`config.mk`:
```
export PLATFORM = sky130hd
export DESIGN_NAME = pc_cc_fifo
export DESIGN_NICKNAME = d
export VERILOG_FILES = /design/src/rtl/pc_cc_fifo.sv
export SDC_FILE = /design/constraint.sdc
export NUM_CORES = 1
export LEC_CHECK = 0
export ABC_AREA = 0
export CELL_PAD_IN_SITES_DETAIL_PLACEMENT = 1
export CELL_PAD_IN_SITES_GLOBAL_PLACEMENT = 1
export CORE_ASPECT_RATIO = 1.1
export CORE_MARGIN = 2
export CORE_UTILIZATION = 44
export CTS_CLUSTER_SIZE = 40
export DETAILED_ROUTE_END_ITERATION = 6
export PLACE_DENSITY = 0.82
export SLEW_MARGIN = 20
export SYNTH_ARGS = -nofsm -noshare
export SYNTH_HDL_FRONTEND = slang
export SYNTH_SLANG_ARGS = --single-unit
```
`constraint.sdc`:
```
create_clock -name clk -period 3.7 [get_ports clk]
set_input_delay 1.11 -clock clk [delete_from_list [all_inputs] [get_ports clk]]
set_output_delay 1.11 -clock clk [all_outputs]
set_load 0.02 [all_outputs]
```
`src/rtl/pc_cc_fifo.sv`:
```
// rtl/pc_cc_fifo.sv - circular (pc, cc_id) thread FIFO with per-slot occupancy tracking
// in_ready never looks at out_ready, so the CPU -> FIFO -> CPU loop has no combinational path.
module pc_cc_fifo #(
  parameter int PC_WIDTH              = 9,
  parameter int CC_ID_BITS            = 2,
  parameter int FIFO_WIDTH_POWER_OF_2 = 2
) (
  input  logic                             clk,
  input  logic                             rst,
  input  logic                             flush,
  input  logic                             in_valid,
  input  logic [PC_WIDTH-1:0]              in_pc,
  input  logic [CC_ID_BITS-1:0]            in_cc_id,
  output logic                             in_ready,
  output logic                             out_valid,
  output logic [PC_WIDTH-1:0]              out_pc,
  output logic [CC_ID_BITS-1:0]            out_cc_id,
  input  logic                             out_ready,
  output logic [FIFO_WIDTH_POWER_OF_2:0]   occupancy,
  output logic [(2**CC_ID_BITS)-1:0]       pending_chars
);

  localparam int DEPTH = 2 ** FIFO_WIDTH_POWER_OF_2;
  localparam int NSLOT = 2 ** CC_ID_BITS;
  localparam int AW    = FIFO_WIDTH_POWER_OF_2;
  localparam int CW    = FIFO_WIDTH_POWER_OF_2 + 1;

  localparam logic [CW-1:0] FULL_CNT = CW'(DEPTH);
  localparam logic [CW-1:0] CNT_ONE  = CW'(1);
  localparam logic [AW-1:0] PTR_ONE  = AW'(1);

  logic [PC_WIDTH-1:0]   pc_mem [DEPTH];
  logic [CC_ID_BITS-1:0] cc_mem [DEPTH];

  logic [AW-1:0]    wr_ptr;
  logic [AW-1:0]    rd_ptr;
  logic [CW-1:0]    occ_q;
  logic [CW-1:0]    cnt_q [NSLOT];

  logic             push;
  logic             pop;
  logic [NSLOT-1:0] inc;
  logic [NSLOT-1:0] dec;

  assign in_ready  = rst & (occ_q != FULL_CNT);
  assign out_valid = (occ_q != '0);
  assign push      = in_valid & in_ready;
  assign pop       = out_valid & out_ready;

  // First-word fall-through: the head entry is visible without a read strobe.
  assign out_pc    = pc_mem[rd_ptr];
  assign out_cc_id = cc_mem[rd_ptr];
  assign occupancy = occ_q;

  always_comb begin
    inc           = '0;
    dec           = '0;
    pending_chars = '0;
    for (int i = 0; i < NSLOT; i++) begin
      inc[i]           = push && (in_cc_id == CC_ID_BITS'(i));
      dec[i]           = pop && (out_cc_id == CC_ID_BITS'(i));
      pending_chars[i] = (cnt_q[i] != '0);
    end
  end

  // Storage needs no reset; stale contents are never exposed while out_valid is low.
  always_ff @(posedge clk) begin
    if (push && !flush) begin
      pc_mem[wr_ptr] <= in_pc;
      cc_mem[wr_ptr] <= in_cc_id;
    end
  end

  always_ff @(posedge clk) begin
    if (!rst || flush) begin
      wr_ptr <= '0;
      rd_ptr <= '0;
      occ_q  <= '0;
      for (int i = 0; i < NSLOT; i++) begin
        cnt_q[i] <= '0;
      end
    end else begin
      if (push) begin
        wr_ptr <= wr_ptr + PTR_ONE;
      end
      if (pop) begin
        rd_ptr <= rd_ptr + PTR_ONE;
      end
      if (push && !pop) begin
        occ_q <= occ_q + CNT_ONE;
      end else if (pop && !push) begin
        occ_q <= occ_q - CNT_ONE;
      end
      // Same-slot push and pop cancel out; different slots both move.
      for (int i = 0; i < NSLOT; i++) begin
        if (inc[i] && !dec[i]) begin
          cnt_q[i] <= cnt_q[i] + CNT_ONE;
        end else if (dec[i] && !inc[i]) begin
          cnt_q[i] <= cnt_q[i] - CNT_ONE;
        end
      end
    end
  end

endmodule

```
==> impl_metrics.yaml <==
run_status:
  status: "finished clean"
synthesis:
  synth_top_area_cell: "edfxtp_1"
  ys_types: 39
  ys_seq_area_share_pct: 63.3
  synth_common_cells: "56 x edfxtp_1, 11 x inv_1, 9 x dfxtp_1, 9 x ha_1, 8 x nand2_1"
  netlist_instances: 191
  yosysWarnings: 0
  synth.area.top_cells: "edfxtp_1 57%, dfxtp_1 6.1%, mux4_2 5.4%, ha_1 3.8%, mux4_1 3.6%"
  synth.avg_cell_area_um2: 15.4
  syn_area_um2: 2940
  ys.flop_type: "edfxtp_1"
  synth_most_common_cell: "edfxtp_1"
  synth_seq_cells: 65
  synth_edf_count: 56
  ys_async_sr_fraction_pct: 0
  synth_top_area_share_pct: 57.2
  synth_nets: 219
critical_path:
  path_class: "in2out"
  worstSetupStartpointType: "input port"
  crit_arrival_ns: 2.36
  slowest_stage: "clkdlybuf4s50_1"
  crit_path_end_kind: "primary output"
  timing.critical_path.buf_inv: 2
  worstPathCellList: "clkdlybuf4s50_1, nor2b_1, clkdlybuf4s50_1"
  reg2reg_slack_ns: 0.75
  max_stage_delay_ns: 0.61
  critPathTopFamily: "buffers and inverters"
  cp.required_ns: 2.59
  ff2ff_path_depth: 9
  r2r_end: "cnt_q[2][2]$_SDFFCE_PN0P_"
  path_max_fanout: 4
  crit_top_cell: "clkdlybuf4s50_1"
floorplanning:
  dieHeight_um: 89.7
  core_area_um2: 6520
  fp.dieW_um: 81.9
  io_pins: 36
  die-area_um2: 7350
  start_util_pct: 45.1
  rows: 31
routing:
  routed_wl_mm: 6.04
  drtAntennaViolNets: 0
  drt_pre_antenna_iters: 4
  vias: 1753
  drc: 0
  wl_per_cell_um: 18.4
  viasPerCell: 5.33
  drt_iter0_markers: 89
clock_network:
  clock-root-buffer: "clkbuf_8"
  cts_tree: "built"
  cts_buffers: 9
  cts_num_sinks: 65
  cts.path.max_buffers: 2
  holdBufCountCts: 0
  cts_setup_buffers: 0
  cts.clk_slew.worst_paths_ns: 0.06
  clk-insertion-delay-late_ns: 0.33
  cts.repair.resized: 0
  cts-htree-levels: 3
min_path:
  holdPathEnd: "wr_ptr[1]$_SDFFE_PN0N_"
  min-delay-start: "wr_ptr[1]$_SDFFE_PN0N_"
  hold_path.class: "reg2reg"
  hold_depth: 2
power_and_ir_drop:
  p_leak_nw: 1.23
  vdd_drop_max_v: 0.000232
  powerDensity_nw_per_um2: 430
cells_and_area:
  nets: 271
  regArea_um2: 1860
  area_growth_pct: 23.4
  antenna_cells: 0
  drive_gt1_share_pct: 14.6
  multi_input_area_um2: 1010
  fillers: 633
place:
  place.gp.congestion: 0.754
  dp_hpwl_mm: 4.30
  port_buffers: 35
timing:
  clock_skew_ns: 0.00581
  grt_setup_unrepaired: "false"
  timing.final.crit_share_pct: 93.8
  final_max_slew_viol_count: 0
  fmax_ghz: 0.288
  hold_ws_ns: 0.525
  tns_ns: 0
  min_period_ns: 3.47
  worst_pin_slew_ns: 0.730
  maxSlewHeadroom_pct: 51.2
  setup_violations: 0
  hold_violations: 0
global_route:
  grtUsageTotal_pct: 18.6
  antenna_found_initial: 0
  grt_pass1_vias: 1944
  grt_max_degree: 21
  grt_pass1_wl_mm: 9.89
  overflow: 0
run:
  cap_violations: 0
-- worst reg2reg max path: cells and delay by family, from the launching register on --
family,cells,cell delay [ns]
buffers and inverters,1,0.23
AND/OR/NAND/NOR,3,0.81
multiplexers,1,0.64
XOR/XNOR,1,0.11
adder cells (fa/ha/maj),1,0.23
flip-flops,1,0.31
AO/OA/AOI/OAI,2,0.46
-- sequential cells by signal, summed over array words and instances, names as in the netlist, named ones only --
name,flops
cc_mem,8
cnt_q,12
occupancy,3
pc_mem,36
rd_ptr,2
wr_ptr,2
-- metal layers --
| layer | track usage (%) | share of wire (%) | vias to the layer above |
|---|---|---|---|
| li1 | - | - | 829 |
| met1 | 22.2 | 42 | 883 |
| met2 | 30.7 | 53 | 33 |
| met3 | 3.71 | 3.2 | 8 |
| met4 | 10.3 | 1.5 | 0 |
| met5 | 0 | 0 | - |
-- kinds of logic after synthesis --
logic type / count (synthesis) / share of synthesized area [%]
AO/OA/AOI/OAI: 14 / 2.98
XOR/XNOR: 11 / 3.28
adder cells (fa/ha/maj): 12 / 5.87
buffers and inverters: 15 / 2.21
flip-flops: 65 / 63.3
multiplexers: 12 / 9.28
AND/OR/NAND/NOR: 62 / 13.0
-- report_power, final --
part	leakage, nW	internal, mW	switching (mW)
Clock	0.0925	0.303	0.256
Combinational	0.532	0.0851	0.0906
Sequential	0.605	0.813	0.0127
-- cell type report --
| cell class | instances | share of cell area, % |
|---|---|---|
| Clock buffer | 9 | 3.41 |
| Sequential cell | 65 | 51.3 |
| Inverter | 11 | 1.14 |
| Clock inverter | 6 | 1.66 |
| Timing Repair Buffer | 45 | 11.7 |
| Multi-Input combinational cell | 111 | 27.9 |
| Tap cell | 82 | 2.83 |
-- per-stage QoR --
step	area [um^2]	setup WS, ns	cells	power, mW	utilization [%]
4_1_cts	3630	0.225	329	1.58	55.7
3_5_place_dp	3440	0.0956	314	1.02	52.8
6_report	3630	0.231	329	1.56	55.7
3_3_place_gp	3440	0.151	314	1.01	52.8
2_1_floorplan	2940	0.599	191	0.935	-
5_1_grt	3630	0.121	329	1.62	55.7
-- worst max-delay path by stage --
stage,startpoint,endpoint,slack [ns],cells past startpoint
6_report,rst,in_ready,0.23,3
5_1_grt,rst,in_ready,0.12,3
4_1_cts,rst,in_ready,0.22,3
3_5_place_dp,in_cc_id[0],cnt_q[2][2]$_SDFFCE_PN0P_,0.1,8
3_3_place_gp,out_ready,cnt_q[1][2]$_SDFFCE_PN0P_,0.15,9
2_1_floorplan,in_valid,cnt_q[2][2]$_SDFFCE_PN0P_,0.60,8
-- placed cells by master, fill, tap and decap left out, types with 3 or more instances in the layout --
master,synthesis,layout
a21oi_1,6,6
and2_1,4,4
buf_4,0,10
clkbuf_8,0,9
clkdlybuf4s50_1,0,35
dfxtp_1,9,9
edfxtp_1,56,56
fa_1,3,3
ha_1,9,9
inv_1,11,11
mux4_1,4,4
mux4_2,7,7
nand2_1,8,8
nand2b_1,4,4
nand3_1,3,3
nand3b_1,5,5
nor2_1,7,7
nor2b_1,4,4
nor3_1,6,6
or3_1,7,7
xnor2_1,5,5
xor2_1,6,6
(Power assumes the default switching activity.)
